**config.mk**
```make
export PLATFORM = sky130hd
export DESIGN_NAME = ifs_capture_ctrl_flat
export DESIGN_NICKNAME = d
export VERILOG_FILES = /design/src/rtl/ifs_capture_ctrl_if.sv /design/src/rtl/ifs_capture_ctrl.sv /design/src/flat_wrapper.sv
export SDC_FILE = /design/constraint.sdc
export NUM_CORES = 1
export LEC_CHECK = 0
export BUFFER_PORTS_ARGS = -buffer_cell sky130_fd_sc_hd__buf_2
export CAP_MARGIN = 15
export CORE_UTILIZATION = 30
export DETAILED_ROUTE_END_ITERATION = 8
export PLACE_DENSITY = 0.51
export SETUP_SLACK_MARGIN = 0.2
export SLEW_MARGIN = 30
export SYNTH_ARGS = -nofsm -noshare
export SYNTH_HDL_FRONTEND = slang
export SYNTH_SLANG_ARGS = --single-unit
```
**constraint.sdc**
```tcl
create_clock -name SCLK -period 1.9 [get_ports SCLK]
set_clock_uncertainty 0.05 [all_clocks]
set_input_delay 0.095 -clock SCLK [delete_from_list [all_inputs] [get_ports SCLK]]
set_output_delay 0.095 -clock SCLK [all_outputs]
set_load 0.005 [all_outputs]
```
**src/rtl/ifs_capture_ctrl_if.sv**
```systemverilog
// ifs_capture_ctrl_if: lane control, input-cell bit/clear and word handshake of one capture lane.
interface ifs_capture_ctrl_if #(parameter int WIDTH = 8);
   logic EN, RESYNC, Q_IN, CD_OUT, VALID, READY, LOCKED, OVERRUN;
   logic [WIDTH-1:0] DATA;
   modport master (output EN, RESYNC, Q_IN, READY, input CD_OUT, DATA, VALID, LOCKED, OVERRUN);
   modport slave (input EN, RESYNC, Q_IN, READY, output CD_OUT, DATA, VALID, LOCKED, OVERRUN);
endinterface

```
**src/rtl/ifs_capture_ctrl.sv**
```systemverilog
// ifs_capture_ctrl: clears an ECP5 input-register cell, hunts for a sync word, then
// deserializes the lane MSB-first into WIDTH-bit words on a valid/ready port.
module ifs_capture_ctrl #(
   parameter int WIDTH = 8,
   parameter logic [WIDTH-1:0] SYNC = WIDTH'(8'hA5),
   parameter int CLR_CYC = 2
) (
   input logic SCLK,
   input logic RSTN,
   ifs_capture_ctrl_if.slave lane
);
   localparam int CW = $clog2(WIDTH);
   localparam logic [CW-1:0] LAST = CW'(WIDTH - 1);
   typedef enum logic [2:0] {IDLE, CLEAR, PRIME, HUNT, SHIFT} state_t;
   state_t state;
   logic [WIDTH-1:0] shift_q;
   logic [WIDTH-1:0] nxt;
   logic [CW-1:0] bit_cnt;
   logic [3:0] clr_cnt;
   logic done;
   assign nxt = {shift_q[WIDTH-2:0], lane.Q_IN};
   assign done = state == SHIFT && bit_cnt == LAST;
   always_ff @(posedge SCLK or negedge RSTN) begin
      if (!RSTN) begin
         state <= IDLE;
         lane.CD_OUT <= 1'b1;
         lane.DATA <= '0;
         lane.VALID <= 1'b0;
         lane.LOCKED <= 1'b0;
         lane.OVERRUN <= 1'b0;
         shift_q <= '0;
         bit_cnt <= '0;
         clr_cnt <= '0;
      end else if (state != IDLE && !lane.EN) begin
         state <= IDLE;
         lane.CD_OUT <= 1'b1;
         lane.VALID <= 1'b0;
         lane.LOCKED <= 1'b0;
         lane.OVERRUN <= 1'b0;
      end else begin
         if (lane.VALID && lane.READY) lane.VALID <= 1'b0;
         // a completed word loads only into an empty or draining holding register
         if (done) begin
            if (!lane.VALID || lane.READY) begin
               lane.DATA <= nxt;
               lane.VALID <= 1'b1;
            end else lane.OVERRUN <= 1'b1;
         end
         case (state)
            IDLE: begin
               lane.CD_OUT <= 1'b1;
               lane.LOCKED <= 1'b0;
               lane.OVERRUN <= 1'b0;
               if (lane.EN) begin
                  state <= CLEAR;
                  clr_cnt <= 4'(CLR_CYC - 1);
               end
            end
            CLEAR: begin
               if (clr_cnt == '0) begin
                  state <= PRIME;
                  lane.CD_OUT <= 1'b0;
               end else clr_cnt <= clr_cnt - 4'd1;
            end
            PRIME: state <= HUNT;
            HUNT, SHIFT: begin
               shift_q <= nxt;
               bit_cnt <= (state == SHIFT && !lane.RESYNC && bit_cnt != LAST) ? bit_cnt + 1'b1 : '0;
               if (lane.RESYNC) begin
                  state <= HUNT;
                  lane.LOCKED <= 1'b0;
               end else if (state == HUNT && nxt == SYNC) begin
                  state <= SHIFT;
                  lane.LOCKED <= 1'b1;
               end
            end
            default: state <= IDLE;
         endcase
      end
   end
endmodule

```
**src/flat_wrapper.sv**
```systemverilog
// flat-port wrapper written by rule: the top's interface ports become plain ports
module ifs_capture_ctrl_flat 
#(
   parameter int WIDTH = 8,
   parameter logic [WIDTH-1:0] SYNC = WIDTH'(8'hA5),
   parameter int CLR_CYC = 2
)
  (SCLK, RSTN, lane_EN, lane_RESYNC, lane_Q_IN, lane_READY, lane_CD_OUT, lane_DATA, lane_VALID, lane_LOCKED, lane_OVERRUN);
  ifs_capture_ctrl_if #(.WIDTH(WIDTH)) lane_i ();
  input logic SCLK;
  input logic RSTN;
  input wire logic [$bits(lane_i.EN)-1:0] lane_EN;
  input wire logic [$bits(lane_i.RESYNC)-1:0] lane_RESYNC;
  input wire logic [$bits(lane_i.Q_IN)-1:0] lane_Q_IN;
  input wire logic [$bits(lane_i.READY)-1:0] lane_READY;
  output wire logic [$bits(lane_i.CD_OUT)-1:0] lane_CD_OUT;
  output wire logic [$bits(lane_i.DATA)-1:0] lane_DATA;
  output wire logic [$bits(lane_i.VALID)-1:0] lane_VALID;
  output wire logic [$bits(lane_i.LOCKED)-1:0] lane_LOCKED;
  output wire logic [$bits(lane_i.OVERRUN)-1:0] lane_OVERRUN;
  assign lane_i.EN = lane_EN;
  assign lane_i.RESYNC = lane_RESYNC;
  assign lane_i.Q_IN = lane_Q_IN;
  assign lane_i.READY = lane_READY;
  assign lane_CD_OUT = lane_i.CD_OUT;
  assign lane_DATA = lane_i.DATA;
  assign lane_VALID = lane_i.VALID;
  assign lane_LOCKED = lane_i.LOCKED;
  assign lane_OVERRUN = lane_i.OVERRUN;
  ifs_capture_ctrl #(.WIDTH(WIDTH), .SYNC(SYNC), .CLR_CYC(CLR_CYC)) u_core (.SCLK(SCLK), .RSTN(RSTN), .lane(lane_i));
endmodule
```
**Word-level counts from Yosys, hierarchy flattened**

Cells that the tools add are included.

- Register bits after elaboration: 29
- Input port bits: 6
- Output and inout port bits: 12
- Logic and storage cells: 75

- Add/subtract/negate cells: 2
- Equal/unequal tests: 13
- Muxes and demuxes: 25
- Bitwise operators: 1
- Reduce and logical (&&, ||, !) cells: 25

Operator list:

| cell | number |
|---|---|
| 3-bit two-way mux | 6 |
| 1-bit two-way mux | 13 |
| 3-bit one-hot mux with 4 select lines | 1 |
| 3-bit nonzero test | 4 |
| 8-bit == test, second input constant | 1 |
| 4-bit two-way mux | 2 |
| 4-bit one-hot mux with 2 select lines | 1 |
| 2-bit AND reduction | 4 |
| 3-bit by 2-bit == test with 1-bit output, second input constant | 2 |
| 3-bit == test, second input constant | 2 |
| 1-bit logical AND | 6 |
| 3-bit by 2-bit != test with 1-bit output, second input constant | 2 |
| 3-bit AND reduction | 2 |
| 4-bit logical NOT | 1 |
| 2-bit != test, second input constant | 2 |
| 4-bit by 2-bit != test with 1-bit output, second input constant | 1 |
| 1-bit one-hot mux with 2 select lines | 2 |
| 4-bit AND reduction | 1 |
| 4-bit by 1-bit subtractor with 4-bit output, second input constant | 1 |
| 3-bit by 1-bit adder with 3-bit output, second input constant | 1 |
| 3-bit by 1-bit == test with 1-bit output, second input constant | 1 |
| 1-bit logical NOT | 3 |
| 3-bit logical NOT | 1 |
| 3-bit by 1-bit != test with 1-bit output, second input constant | 1 |
| other kinds (5) | 5 |

**Longest topological paths before layout**

Gate-level depths: netlist (run 1).

- Word-level depth: 6
- Gate-level depth with buffers: 6
- Mapped depth without buffers: 6

**Least setup slack after synthesis (run 1)**

OpenSTA, ideal clock, no wires.

- Path kind: register to register
- Start point: register u_core.clr_cnt[0]
- End point: register u_core.clr_cnt[3]
- Setup time: 0.121 ns
- Arrival time: 1.486 ns
- Setup slack: 0.243 ns
- Cell stages (with the launch flop): 7
- Buffers on the path: 0
- Period minus slack after synthesis: 1.657 ns
- Cell sequence: dfrtp_1 -> inv_1 -> ha_1 -> nor3b_1 -> or2_1 -> o21ai_1 -> a22o_2

- Longest elaborated chain between the ends: 3

RTL lines:

| what | RTL line | RTL |
|---|---|---|
| start: declaration | ifs_capture_ctrl.sv:19 | `logic [3:0] clr_cnt;` |
| start signal: assignment | ifs_capture_ctrl.sv:56 | `clr_cnt <= 4'(CLR_CYC - 1);` |
| start signal: assignment | ifs_capture_ctrl.sv:63 | `end else clr_cnt <= clr_cnt - 4'd1;` |
| 4-bit by 1-bit subtractor with 4-bit output / 4-bit logical NOT (equally long branches) | ifs_capture_ctrl.sv:63, ifs_capture_ctrl.sv:60 |  |
| 4-bit two-way mux / 2-bit != test (equally long branches) | n/a |  |
| 4-bit one-hot mux with 2 select lines / 4-bit AND reduction (equally long branches) | n/a |  |

Parallel ways exist; a longest one is shown, timed or not. The select of a mux whose other input is x is not followed.
A chain may end at the register's enable or synchronous reset.

**Final worst setup path (run 1)**

- Start point: register u_core.state[2]
- End point: register u_core.clr_cnt[1]

- Longest elaborated chain between the ends: 4

RTL lines:

| what | RTL line | RTL |
|---|---|---|
| start: declaration | ifs_capture_ctrl.sv:15 | `state_t state;` |
| start signal: assignment | ifs_capture_ctrl.sv:25 | `state <= IDLE;` |
| start signal: assignment | ifs_capture_ctrl.sv:35 | `state <= IDLE;` |
| start signal: assignment | ifs_capture_ctrl.sv:55 | `state <= CLEAR;` |
| parallel branches: the longest is 4 deep, another holds 4-bit AND reduction | n/a |  |

Parallel ways; which one is timed is not known.

==> results of run 1 <==
==> synthesized netlist by cell type <==
cell,count,share of area (%)
o22ai_1,1,0.45
a21o_1,2,1.1
a31oi_1,3,1.4
dfstp_2,1,1.9
a2bb2oi_1,1,0.63
o31ai_1,2,1.1
buf_2,2,0.72
nand3b_1,1,0.54
nor2b_1,1,0.45
or2_1,1,0.45
o22a_2,1,0.72
nand4_2,1,0.90
nor3_2,1,0.72
nor3_1,3,1.1
nor4b_1,1,0.63
or2b_1,1,0.54
or3b_1,1,0.63
or4bb_1,2,1.6
a22o_1,4,2.5
a21oi_1,8,2.9
ha_1,3,2.7
or4_1,1,0.54
nand2b_1,3,1.4
o21a_1,2,1.1
nand2_1,3,0.81
buf_4,1,0.54
o21ai_1,2,0.72
o21ai_2,1,0.63
nor3b_1,2,1.1
and3b_1,1,0.63
dfrtp_1,28,50
nand3_1,2,0.72
clkbuf_1,3,0.81
nor2_1,5,1.4
a22o_2,1,0.72
mux2_2,16,13
inv_1,5,1.4
a32o_1,1,0.72
==> timing repair <==
item,CTS,global route
setup buffers,0,3
setup endpoints to repair,18,19
endpoints found under the hold margin,28,0
gates cloned,0,0
hold buffers,1,0
pin swaps,0,1
gates resized for setup,3,8
==> per-stage QoR <==
stage	std cells	setup WS, ns	hold slack [ns]
after detailed placement	184	0.149	0.112
after CTS	193	0.151	0.0139
after floorplan	118	0.243	-0.251
after global placement	184	0.187	0.107
after global routing	196	0.143	0.0114
final	196	0.258	0.0217
==> cell usage in the layout, fill, tap and decap left out, drive strengths merged, types with 3 or more instances in the layout <==
master   n
a21oi    8
a22o     5
a31oi    3
buf     23
clkbuf   6
dfrtp   28
ha       3
inv      5
mux2    16
nand2    3
nand2b   3
nor2     5
nor3     4
o21ai    3
==> metal layers <==
layer  vias to the layer above  global-route usage [%]  wire length, um
li1                        483                       -                -
met1                       494                    14.2             1260
met2                        18                    19.7             1330
met3                         8                    4.47              111
met4                         0                    7.33               69
met5                         -                       0                0
==> cells by family (layout without fill, tap and decap cells) <==
family,Yosys count,in the layout,share of synthesized area (%)
and+or+nand+nor,30,30,14.0
buffers and inverters,11,37,3.42
AOI/OAI and AO/OA,29,29,14.6
DFF,29,29,52.3
adders and majority gates,3,3,2.70
muxes,16,16,13.0
==> worst paths after layout <==
kind / cells past startpoint / endpoint / startpoint / slack (ns)
worst max-delay path: 5 / u_core.clr_cnt[1] / u_core.state[2] / 0.26
worst min-delay path: 2 / u_core.shift_q[0] / lane_Q_IN / 0.02
worst max register to register: 5 / u_core.clr_cnt[1] / u_core.state[2] / 0.26
worst min register to register: 2 / u_core.lane.OVERRUN / u_core.lane.OVERRUN / 0.45
max in group asynchronous: 2 / u_core.state[2] / RSTN / 1.02
min in group asynchronous: 2 / u_core.lane.LOCKED / RSTN / 0.32
==> state kept, by name, summed over array words and instances (netlist names) <==
| signal | count |
|---|---|
| u_core.lane.CD_OUT | 1 |
| u_core.lane.LOCKED | 1 |
| u_core.lane.OVERRUN | 1 |
| u_core.lane.VALID | 1 |
| u_core.clr_cnt | 4 |
| u_core.bit_cnt | 3 |
| u_core.state | 3 |
| u_core.lane.DATA | 8 |
| u_core.shift_q | 7 |
==> report_power, final <==
part | switching (mW) | leakage (nW) | internal (mW)
combinational | 0.236 | 0.378 | 0.251
sequential | 0.121 | 0.388 | 0.713
clock | 0.245 | 0.0574 | 0.426
total | 0.602 | 0.823 | 1.39
==> layout make-up <==
class,count,area [um2],area share [%]
tap,52,65.1,3.76
inverter,5,18.8,1.08
timing repair buffer,24,140,8.09
clock inverter,2,37.5,2.17
clock buffer,6,82.6,4.77
sequential,29,729,42.1
multi-input combinational,78,658,38.0
==> worst max-delay path: cells and delay by family (launching register included) <==
family	cells	cell delay [ns]
AO/OA/AOI/OAI	2	0.26
flip-flops	1	0.42
AND/OR/NAND/NOR	2	0.67
buffers and inverters	1	0.17
==> out/qor.yml, run 1 <==
grt.overflow.total: 0
fin_nets: 152
antenna_left: 0
via_count: 1003
syn_inst: 118
finish.instance_area_um2: 1730
cts-root-buf: "clkbuf_8"
drive_gt1_share_pct: 42.4
max_freq_ghz: 0.609
clock_latency_ns: 0.28
area_delta_synth_final_pct: 24.6
critPathMaxStageDelay_ns: 0.42
vias_per_cell: 5.12
drv_cap: 0
synth.distinct_cells: 38
powerDensity_nw_per_um2: 1150
cts.path.max_buffers: 2
die-area_um2: 4910
final.setup.tns_ns: 0
antenna_found_initial: 0
syn_area_um2: 1390
max_slew.worst_pin.slew_ns: 0.656
num_rows: 24
synth-seq-cells: 29
grt_pass1_wl_um: 4580
ys_seq_area_share_pct: 52.3
drt_wl_total_um: 2780
h-tree-depth: 2
worstPathCellList: "buf_4 -> or3b_4 -> or2_4 -> o21ai_2 -> a22o_1"
initial_core_util_pct: 31.5
period_minus_slack_ns: 1.64
p_leak_nw: 0.823
slowest_stage: "dfrtp_2"
worstSetupEndpointType: "flip-flop"
n_antenna_cell: 0
cts_tree: "built"
dp_hpwl_um: 1890
synth_area_per_cell_um2: 11.8
drt-initial-drc-count: 72
grt_pass1_vias: 1005
synth_fp_nets: 127
die_x_um: 70.1
fillers: 444
io_buffers: 17
status: "finished clean"
drv_slew: 0
irDropWorstVdd_mv: 0.424
finalSetupViolCount: 0
firstDrtPassIters: 4
relSlewSlack_pct: 56.2
gp_congestion: 0.773
finish.utilization_pct: 39.2
grt_max_degree: 30
cts.clk_slew.worst_paths_ns: 0.07
fin_crit_sh_pct: 86.4
rsz0062_at_grt: "true"
cp.required_ns: 2.07
hold_viol: 0
crit_arrival_ns: 1.81
gr-usage-all-layers_pct: 12.3
path_max_fanout: 8
io-pin-count: 18
fp.coreArea_um2: 4410
die_h_um: 70.1
cts_buffers: 5
hp-class: "input pin to flip-flop"
placed_cell_area_um2: 1530
ys_warn_count: 0
cts_sinks: 29
p_total_mw: 1.99
startpoint_type: "flip-flop"
remaining_drc_errors: 0
path_class: "flip-flop to flip-flop"
post_drt_wl_per_cell_um: 14.2
(Power assumes the default switching activity.)
==> run 2, diff against run 1 <==
- PLACE_DENSITY: 0.51 -> 0.55
==> run 2 against run 1 <==
Effect of this change:
- die area unchanged
- clock-buffer cell count stayed put
- critical path depth unchanged
- core utilization shrank 0.71 points
- clock power is 21% lower
- design area down 1.8%
- largest power group unchanged
- final cell count is the same
==> out/qor.yml, run 2 (synthesized netlist as in run 1, its figures left out) <==
status: "finished clean"
io_buffers: 17  # unchanged
dp_hpwl_um: 1920  # +1.7%
hold_path_startpoint: "lane_Q_IN"
area_delta_synth_final_pct: 22.3
drv_cap: 0  # unchanged
worstPathCellList: "buf_4 -> or3b_4 -> or2_4 -> o21ai_2 -> a22o_2"
worstSetupEndpointType: "flip-flop"
rsz0062_at_grt: "true"
r2r_end: "u_core.clr_cnt[3]"
drt_wl_total_um: 2690  # -3.2%
cts.path.max_buffers: 2  # unchanged
layout_common_cells: "dfrtp_1 (28), buf_2 (17), mux2_2 (16)"
io-pin-count: 18  # unchanged
post_drt_wl_per_cell_um: 13.7  # -3.2%
via_count: 988  # -1.5%
cp.required_ns: 2.07  # about the same
r2r_slack_ns: 0.29  # +0.03 ns
hold_end: "u_core.lane.DATA[0]"
vias_per_cell: 5.04  # -1.5%
die_x_um: 70.1  # unchanged
die-area_um2: 4910  # unchanged
p_leak_nw: 0.822  # -0.18%
n_antenna_cell: 0  # unchanged
layout_commonest_cell: "dfrtp_1"
fp.coreArea_um2: 4410  # unchanged
drv_slew: 0  # unchanged
relSlewSlack_pct: 57.1  # +0.85 points
antenna_found_initial: 0  # unchanged
hold_path_depth: 2  # unchanged
cts_buffers: 5  # unchanged
largest_reg_flops: 8  # unchanged
max_freq_ghz: 0.622  # +2.2%
clock_latency_ns: 0.28  # about the same
grt_pass1_wl_um: 4620  # +0.92%
startpoint_type: "flip-flop"
fin_crit_sh_pct: 84.6  # -1.8 points
hold_viol: 0  # unchanged
initial_core_util_pct: 31.5  # unchanged
drt-initial-drc-count: 93  # +29%
antenna_left: 0  # unchanged
cts.clk_slew.worst_paths_ns: 0.06  # about the same
critPathMaxStageDelay_ns: 0.42  # about the same
max_slew.worst_pin.slew_ns: 0.644  # -0.0128 ns
hp-class: "input pin to flip-flop"
finalSetupViolCount: 0  # unchanged
crit_arrival_ns: 1.78  # -0.03 ns
finish.utilization_pct: 38.5  # -0.71 points
slowest_stage: "dfrtp_1"
period_minus_slack_ns: 1.61  # -0.0347 ns
drive_gt1_share_pct: 41.0  # -1.4 points
h-tree-depth: 2  # unchanged
path_class: "flip-flop to flip-flop"
fin_nets: 152  # unchanged
cts-root-buf: "clkbuf_8"
cp_top_family: "simple AND/OR/NAND/NOR gates"
die_h_um: 70.1  # unchanged
regMostFlops: "u_core.lane.DATA"
num_rows: 24  # unchanged
gp_congestion: 0.858  # +11%
firstDrtPassIters: 4  # unchanged
r2r_cells: 5  # unchanged
cts_sinks: 29  # unchanged
reg.largest.list: "u_core.lane.DATA: 8 flops, u_core.shift_q: 7 flops, u_core.clr_cnt: 4 flops"
cts_tree: "built"
grt.overflow.total: 0  # unchanged
r2r-start: "u_core.state[2]"
gr-usage-all-layers_pct: 12.4  # about the same
path_max_fanout: 8  # unchanged
remaining_drc_errors: 0  # unchanged
grt_max_degree: 30  # unchanged
powerDensity_nw_per_um2: 1090  # -5.4%
final.setup.tns_ns: 0  # unchanged
irDropWorstVdd_mv: 0.436  # +2.7%
grt_pass1_vias: 1003  # -0.20%
whs_ns: 0.0328  # +0.0111 ns
cp.buffers_inverters: 1  # unchanged
fillers: 452  # +1.8%
run 2: cell types whose count changed in the layout (fill, tap and decap cells not counted), sizes merged:
cell	change
bufinv	-1
clkinvlp	-1
clkinv	+2
run 2: how the worst max path moves through the flow:
stage	end	from	cells past startpoint	slack, ns
2_1_floorplan	u_core.clr_cnt[3]	u_core.clr_cnt[0]	6	0.24
3_3_place_gp	u_core.shift_q[0]	u_core.state[1]	3	0.21
3_5_place_dp	u_core.clr_cnt[3]	u_core.state[2]	5	0.19
4_1_cts	u_core.shift_q[2]	u_core.state[1]	3	0.20
5_1_grt	u_core.state[2]	u_core.clr_cnt[0]	7	0.17
6_report	u_core.clr_cnt[3]	u_core.state[2]	5	0.29
run 2: area by class of cell:
| class | count | area (um2) | share of cell area [%] |
|---|---|---|---|
| flip-flops and latches | 29 | 727 | 42.8 |
| repair buffers | 24 | 140 | 8.24 |
| multi-input cells | 78 | 653 | 38.4 |
| well taps | 52 | 65.1 | 3.83 |
| clock inverters | 2 | 13.8 | 0.809 |
| inverters | 5 | 18.8 | 1.10 |
| clock buffers | 6 | 82.6 | 4.86 |
run 2: layer usage:
layer	vias to the layer above	GRT usage, %	part of all wire (%)
met3	4	5.63	3.8
met4	0	4.44	1.5
met2	22	19.7	48
li1	483	-	-
met1	479	14.7	47
met5	-	0	0
run 2: where the power goes:
part / internal (mW) / switching [mW]
clock: 0.293 / 0.234
sequential: 0.712 / 0.103
combinational: 0.261 / 0.250
total: 1.26 / 0.587
run 2: what timing repair did:
action | CTS | global route
resized for setup | 1 | 7
endpoints found under the setup margin | 1 | 19
hold buffers | 1 | 0
setup buffers | 0 | 1
endpoints found under the hold margin | 28 | 0
cloned | 0 | 0
pin swaps | 0 | 1
run 2: through the flow:
stage	total power, mW	instance area, um2	cells	setup WS (ns)
2_1_floorplan	1.14	1390	118	0.243
3_3_place_gp	1.28	1550	186	0.214
3_5_place_dp	1.30	1550	186	0.186
4_1_cts	1.84	1660	195	0.204
5_1_grt	1.98	1700	196	0.172
6_report	1.85	1700	196	0.292
